<file path="src/rtl/processor.sv">
// Single-cycle MIPS32 core: one instruction retires per rising clk edge.
// Define PROCESSOR_SHIFT_EN to add the sllv/srlv/srav R-type shifts.
module processor #(
    parameter logic [31:0] RESET_PC = 32'h0000_0000
) (
    input  logic        clk,
    input  logic        reset,
    output logic [31:0] pc,
    input  logic [31:0] instruction,
    output logic        write_enable,
    output logic [31:0] address_to_mem,
    output logic [31:0] data_to_mem,
    input  logic [31:0] data_from_mem
);

    localparam int unsigned XLEN  = 32;
    localparam int unsigned NREGS = 32;
    localparam int unsigned RIDX  = 5;

    localparam logic [5:0] OP_RTYPE = 6'h00;
    localparam logic [5:0] OP_J     = 6'h02;
    localparam logic [5:0] OP_JAL   = 6'h03;
    localparam logic [5:0] OP_BEQ   = 6'h04;
    localparam logic [5:0] OP_BNE   = 6'h05;
    localparam logic [5:0] OP_ADDI  = 6'h08;
    localparam logic [5:0] OP_ORI   = 6'h0D;
    localparam logic [5:0] OP_LUI   = 6'h0F;
    localparam logic [5:0] OP_LW    = 6'h23;
    localparam logic [5:0] OP_SW    = 6'h2B;

    localparam logic [5:0] FN_JR    = 6'h08;
    localparam logic [5:0] FN_ADD   = 6'h20;
    localparam logic [5:0] FN_SUB   = 6'h22;
    localparam logic [5:0] FN_AND   = 6'h24;
    localparam logic [5:0] FN_OR    = 6'h25;
    localparam logic [5:0] FN_SLT   = 6'h2A;
`ifdef PROCESSOR_SHIFT_EN
    localparam logic [5:0] FN_SLLV  = 6'h04;
    localparam logic [5:0] FN_SRLV  = 6'h06;
    localparam logic [5:0] FN_SRAV  = 6'h07;
`endif

    localparam logic [RIDX-1:0] RA_IDX = 5'd31;

    logic [XLEN-1:0] pc_q, pc_d;
    logic [XLEN-1:0] regs_q [NREGS];

    logic [5:0]      opcode;
    logic [5:0]      funct;
    logic [RIDX-1:0] rs_idx, rt_idx, rd_idx;
    logic [15:0]     imm;

    logic [XLEN-1:0] rs_val, rt_val;
    logic [XLEN-1:0] imm_se, imm_ze;
    logic [XLEN-1:0] pc_plus4, branch_target, jump_target;

    logic            rf_we;
    logic [RIDX-1:0] rf_waddr;
    logic [XLEN-1:0] rf_wdata;
    logic            is_store;

    // Instruction field decode and combinational register reads ($0 hardwired).
    always_comb begin
        opcode = instruction[31:26];
        rs_idx = instruction[25:21];
        rt_idx = instruction[20:16];
        rd_idx = instruction[15:11];
        funct  = instruction[5:0];
        imm    = instruction[15:0];
        rs_val = (rs_idx == '0) ? '0 : regs_q[rs_idx];
        rt_val = (rt_idx == '0) ? '0 : regs_q[rt_idx];
        imm_se = {{16{imm[15]}}, imm};
        imm_ze = {16'h0000, imm};
    end

    // Execute: next PC, writeback selection and store strobe.
    always_comb begin
        pc_plus4      = pc_q + XLEN'(4);
        branch_target = pc_plus4 + {imm_se[XLEN-3:0], 2'b00};
        jump_target   = {pc_plus4[31:28], instruction[25:0], 2'b00};
        pc_d          = pc_plus4;
        rf_we         = 1'b0;
        rf_waddr      = '0;
        rf_wdata      = '0;
        is_store      = 1'b0;

        case (opcode)
            OP_RTYPE: begin
                rf_waddr = rd_idx;
                case (funct)
                    FN_ADD: begin rf_we = 1'b1; rf_wdata = rs_val + rt_val; end
                    FN_SUB: begin rf_we = 1'b1; rf_wdata = rs_val - rt_val; end
                    FN_AND: begin rf_we = 1'b1; rf_wdata = rs_val & rt_val; end
                    FN_OR:  begin rf_we = 1'b1; rf_wdata = rs_val | rt_val; end
                    FN_SLT: begin
                        rf_we    = 1'b1;
                        rf_wdata = {31'd0, ($signed(rs_val) < $signed(rt_val))};
                    end
                    FN_JR:  pc_d = rs_val;
`ifdef PROCESSOR_SHIFT_EN
                    FN_SLLV: begin rf_we = 1'b1; rf_wdata = rt_val << rs_val[4:0]; end
                    FN_SRLV: begin rf_we = 1'b1; rf_wdata = rt_val >> rs_val[4:0]; end
                    FN_SRAV: begin
                        rf_we    = 1'b1;
                        rf_wdata = XLEN'($signed(rt_val) >>> rs_val[4:0]);
                    end
`endif
                    default: ;
                endcase
            end
            OP_J:    pc_d = jump_target;
            OP_JAL: begin
                pc_d     = jump_target;
                rf_we    = 1'b1;
                rf_waddr = RA_IDX;
                rf_wdata = pc_plus4;
            end
            OP_BEQ:  if (rs_val == rt_val) pc_d = branch_target;
            OP_BNE:  if (rs_val != rt_val) pc_d = branch_target;
            OP_ADDI: begin rf_we = 1'b1; rf_waddr = rt_idx; rf_wdata = rs_val + imm_se; end
            OP_ORI:  begin rf_we = 1'b1; rf_waddr = rt_idx; rf_wdata = rs_val | imm_ze; end
            OP_LUI:  begin rf_we = 1'b1; rf_waddr = rt_idx; rf_wdata = {imm, 16'h0000}; end
            OP_LW:   begin rf_we = 1'b1; rf_waddr = rt_idx; rf_wdata = data_from_mem; end
            OP_SW:   is_store = 1'b1;
            default: ;
        endcase
    end

    // PC and register file; reset aborts the in-flight instruction.
    always_ff @(posedge clk or negedge reset) begin
        if (!reset) begin
            pc_q <= RESET_PC;
            for (int i = 0; i < int'(NREGS); i++) begin
                regs_q[i] <= '0;
            end
        end else begin
            pc_q <= pc_d;
            if (rf_we && (rf_waddr != '0)) begin
                regs_q[rf_waddr] <= rf_wdata;
            end
        end
    end

    assign pc             = pc_q;
    assign write_enable   = is_store & reset;
    assign address_to_mem = rs_val + imm_se;
    assign data_to_mem    = rt_val;

endmodule

</file>
<file path="config.mk">
export PLATFORM = sky130hd
export DESIGN_NAME = processor
export DESIGN_NICKNAME = d
export VERILOG_FILES = /design/src/rtl/processor.sv
export SDC_FILE = /design/constraint.sdc
export NUM_CORES = 2
export LEC_CHECK = 0
export CAP_MARGIN = 20
export CORE_MARGIN = 2
export CORE_UTILIZATION = 45
export CTS_BUF_LIST = sky130_fd_sc_hd__clkbuf_16
export CTS_CLUSTER_SIZE = 28
export DETAILED_ROUTE_END_ITERATION = 16
export PLACE_DENSITY_LB_ADDON = 0.1
export SYNTH_ARGS = -nofsm -noshare
export SYNTH_HDL_FRONTEND = slang
export SYNTH_SLANG_ARGS = --single-unit
</file>
<file path="constraint.sdc">
create_clock -name clk -period 13.05 [get_ports clk]
set_input_delay 2.61 -clock clk [delete_from_list [all_inputs] [get_ports clk]]
set_output_delay 2.61 -clock clk [all_outputs]
set_load 0.03 [all_outputs]
</file>
==> out/summary.json <==
{
  "post-cts-setup-buffer-count": {"value": 0},
  "cts_inserted_buffers": {"value": 114},
  "synthArstFlopShare": {"value": 100, "unit": "%"},
  "hold_start": {"value": "regs_q[1012]$_DFFE_PN0P_"},
  "fill_cells": {"value": 12700},
  "global_route.overflow_total": {"value": 0},
  "synth_nets": {"value": 6206},
  "cp.required": {"value": 10.44, "unit": "ns"},
  "port_buffers": {"value": 162},
  "worst_slew_margin_relative_to_its_limit": {"value": 20.1, "unit": "%"},
  "nets": {"value": 6056},
  "synth_flop_cell": {"value": "dfrtp_1"},
  "synth_top_cells_by_area": {"value": "dfrtp_1, mux4_2, nand2_1"},
  "dr.pass1.iters": {"value": 6},
  "setup_violations": {"value": 0},
  "postSynthAreaPerCell": {"value": 10.7, "unit": "µm²"},
  "layout-drive-gt1-share": {"value": 19.3, "unit": "%"},
  "synth-edff-count": {"value": 0},
  "preCtsSetupSlack": {"value": 1.57, "unit": "ns"},
  "min_period": {"value": 11.61, "unit": "ns"},
  "post_drt_via_cell_ratio": {"value": 6.38},
  "yosys_warnings": {"value": 0},
  "largest_net_degree_at_the_start_of_global_routing": {"value": 116},
  "slowest_delay": {"value": 0.73, "unit": "ns"},
  "wl_final": {"value": 232000, "unit": "µm"},
  "final_area": {"value": 70900, "unit": "µm²"},
  "timing.critical_path.cells": {"value": "buf_8 -> buf_4 -> mux4_2 -> mux4_2 -> mux2i_1 -> nor2_1 -> inv_1 -> ha_1 -> nand2_1 -> a211oi_1 -> nor3_1 -> buf_4 -> a21oi_1 -> nor2_1 -> o31ai_1 -> xor2_1 -> clkdlybuf4s50_1"},
  "cts_sinks": {"value": 1056},
  "gpl.final_weighted_congestion": {"value": 0.970},
  "core-area": {"value": 140000, "unit": "µm²"},
  "postCtsHoldBufs": {"value": 0},
  "postSynthRegisterBits": {"value": 1056},
  "cp_num_buf_inv": {"value": 5},
  "h-tree-depth": {"value": 3},
  "postLayoutSetupSlackWorst": {"value": 1.44, "unit": "ns"},
  "route.vias.total": {"value": 49700},
  "cts.clk_slew.worst_paths": {"value": 0.06, "unit": "ns"},
  "finish.utilization": {"value": 50.7, "unit": "%"},
  "sequential_cell_area_fraction_in_the_yosys_report": {"value": 41.6, "unit": "%"},
  "worstSetupStartpoint": {"value": "instruction[21]"},
  "syn_to_final_growth": {"value": 11.5, "unit": "%"},
  "synth.top_cell.area_share": {"value": 41.6, "unit": "%"},
  "grt_pass1_wl": {"value": 342000, "unit": "µm"},
  "p_per_area": {"value": 118, "unit": "nW/µm²"},
  "clk-insertion-delay-late": {"value": 0.74, "unit": "ns"},
  "via_count_of_the_first_global_routing_pass": {"value": 48500},
  "run_status": {"value": "finished, final reports clean"},
  "critPathCaptureType": {"value": "primary output"},
  "floorplan.die_area": {"value": 144000, "unit": "µm²"},
  "instance_area_after_placement": {"value": 67000, "unit": "µm²"},
  "syn_area": {"value": 63600, "unit": "µm²"},
  "worst-slew-pin-transition": {"value": 1.20, "unit": "ns"},
  "cp_max_fo": {"value": 50},
  "hold_ws": {"value": 0.394, "unit": "ns"},
  "post_synth_inst_count": {"value": 5963},
  "num_rows": {"value": 137},
  "die_w": {"value": 380, "unit": "µm"},
  "hold_violations": {"value": 0},
  "family_of_cells_with_the_greatest_summed_delay_on_the_critical_path": {"value": "buffers and inverters"},
  "clockRootBuffer": {"value": "clkbuf_16"},
  "type_of_the_worst_setup_path": {"value": "in2out"},
  "remaining_design_rule_violation_count": {"value": 0},
  "timing.setup.tns": {"value": 0, "unit": "ns"},
  "initial_standard_cell_utilization_of_the_core": {"value": 45.4, "unit": "%"},
  "cts.path.max_buffers": {"value": 3},
  "detail-route-antenna-nets": {"value": 0},
  "antenna_violations_before_repair": {"value": 3},
  "first_iter_violations": {"value": 5707},
  "die_h": {"value": 380, "unit": "µm"},
  "beginning_of_the_worst_register_to_register_path": {"value": "regs_q[518]$_DFFE_PN0P_"},
  "detailedPlacementHpwl": {"value": 149000, "unit": "µm"},
  "io-pin-count": {"value": 163},
  "critPathArrivalTime": {"value": 9.00, "unit": "ns"},
  "post_drt_wl_per_cell": {"value": 29.8, "unit": "µm"},
  "grt_setup_unrepaired": {"value": "no"},
  "drv.max_cap_violation_count": {"value": 0},
  "cts_tree": {"value": "done"},
  "final-max-slew-violation-count": {"value": 0},
  "element_type_at_the_critical_path_start": {"value": "input pin"},
  "power.static_leakage": {"value": 30.3, "unit": "nW"},
  "timing.fmax": {"value": 86.2, "unit": "MHz"},
  "finalClockSkew": {"value": 0.0353, "unit": "ns"},
  "synth_top_area_cell": {"value": "dfrtp_1"},
  "holdCritPathClass": {"value": "reg2reg"},
  "fin_crit_sh": {"value": 88.9, "unit": "%"},
  "cp_slowest_cell": {"value": "clkdlybuf4s50_1"},
  "ir_worst_vdd": {"value": 103, "unit": "µV"},
  "grt_use_total": {"value": 32.1, "unit": "%"},
  "synth.distinct_cells": {"value": 82},
  "post_cts_resize_count": {"value": 0}
}
power breakdown:
group	internal, mW	switching [mW]
logic	0.599	0.913
registers	3.39	0.108
clock network	1.94	1.43
final cells by class:
cell class	instances	area, µm²	area share [%]
antenna	4	10.0	0.0141
clock buffer	117	2930	4.13
clock inverter	97	923	1.30
inverter	147	552	0.778
multi-input combinational	4186	34900	49.2
sequential	1056	26400	37.3
tap	1876	2350	3.31
timing repair buffer	308	2800	3.94
through the flow:
stage | total power, mW | cells
final | 8.38 | 7791
after CTS | 8.42 | 7787
after global routing | 8.69 | 7787
after global placement | 5.04 | 7573
after floorplan | 4.50 | 5963
after detailed placement | 5.05 | 7573
synthesized netlist by cell type (13+ instances only):
| master | number |
|---|---|
| a211oi_1 | 23 |
| a21o_1 | 58 |
| a21oi_1 | 507 |
| a221o_1 | 20 |
| a221oi_1 | 35 |
| a222oi_1 | 20 |
| a22oi_1 | 19 |
| a31oi_1 | 17 |
| and2_1 | 17 |
| and3_1 | 15 |
| buf_1 | 54 |
| buf_2 | 43 |
| clkbuf_1 | 465 |
| dfrtp_1 | 1056 |
| ha_1 | 173 |
| inv_1 | 134 |
| inv_2 | 13 |
| mux2_2 | 77 |
| mux2i_1 | 33 |
| mux4_2 | 635 |
| nand2_1 | 794 |
| nand2b_1 | 55 |
| nand3_1 | 46 |
| nand4_1 | 22 |
| nor2_1 | 502 |
| nor2b_1 | 15 |
| nor3_1 | 39 |
| nor4_1 | 19 |
| o211ai_1 | 27 |
| o21a_1 | 14 |
| o21ai_0 | 304 |
| o21ai_1 | 406 |
| o22ai_1 | 20 |
| or3_1 | 15 |
| xnor2_1 | 70 |
| xor2_1 | 43 |
path summary, 6_finish.rpt:
check | slack [ns] | end | cells past startpoint
hold reg to reg | 0.39 | regs_q[1012]$_DFFE_PN0P_ | 0
max in group asynchronous | 7.72 | regs_q[621]$_DFFE_PN0P_ | 5
setup / recovery | 1.44 | address_to_mem[27] | 17
min in group asynchronous | 1.84 | regs_q[1018]$_DFFE_PN0P_ | 1
setup reg to reg | 6.74 | regs_q[127]$_DFFE_PN0P_ | 15
hold / removal | 0.39 | regs_q[1012]$_DFFE_PN0P_ | 0
flip-flops by register name, indices dropped and copies added (netlist names):
name    cells
pc         32
regs_q   1024
layer usage:
layer	track usage (%)	wire (µm)	vias to the layer above
met1	46.6	101000	25500
met4	9.71	7200	0
met2	49.5	106000	2216
met5	0	0	-
li1	-	-	21600
met3	5.52	17900	374
placed cells by master (no fill, tap or decap), types with 15 or more instances in the layout:
cell type           n
clkinv_1           31
nand2_1           774
xor2_1             43
dfrtp_1          1056
a21oi_1           497
o211ai_1           27
inv_1             148
a221o_1            20
a222oi_1           20
o21ai_0           304
bufinv_16          16
nand2b_1           55
and2_1             15
o22ai_1            19
a22oi_1            19
nand4_1            22
nand3_1            46
nor2b_1            15
nor3_1             36
nand2_4            18
ha_1              173
clkinv_2           21
a221oi_1           22
or3_1              15
nor4_1             17
xnor2_1            70
a21o_1             58
mux2i_1            33
clkbuf_16         117
o21ai_1           406
mux2_2             77
mux4_2            635
nor2_1            493
clkdlybuf4s50_1   148
a211oi_1           19
buf_4             144
a31oi_1            17
kinds of logic (layout without fill, tap and decap cells):
| group | count (synthesis) | in the layout | synth area share (%) |
|---|---|---|---|
| other | 0 | 4 | 0 |
| adders and majority gates | 177 | 177 | 3.53 |
| AOI/OAI and AO/OA | 1568 | 1568 | 14.1 |
| DFF | 1056 | 1056 | 41.6 |
| xor gates and xnor gates | 113 | 113 | 1.56 |
| muxes | 746 | 746 | 24.4 |
| and+or+nand+nor | 1582 | 1582 | 10.4 |
| buffers and inverters | 721 | 669 | 4.46 |
No activity file was read; power rests on OpenSTA's default activity.
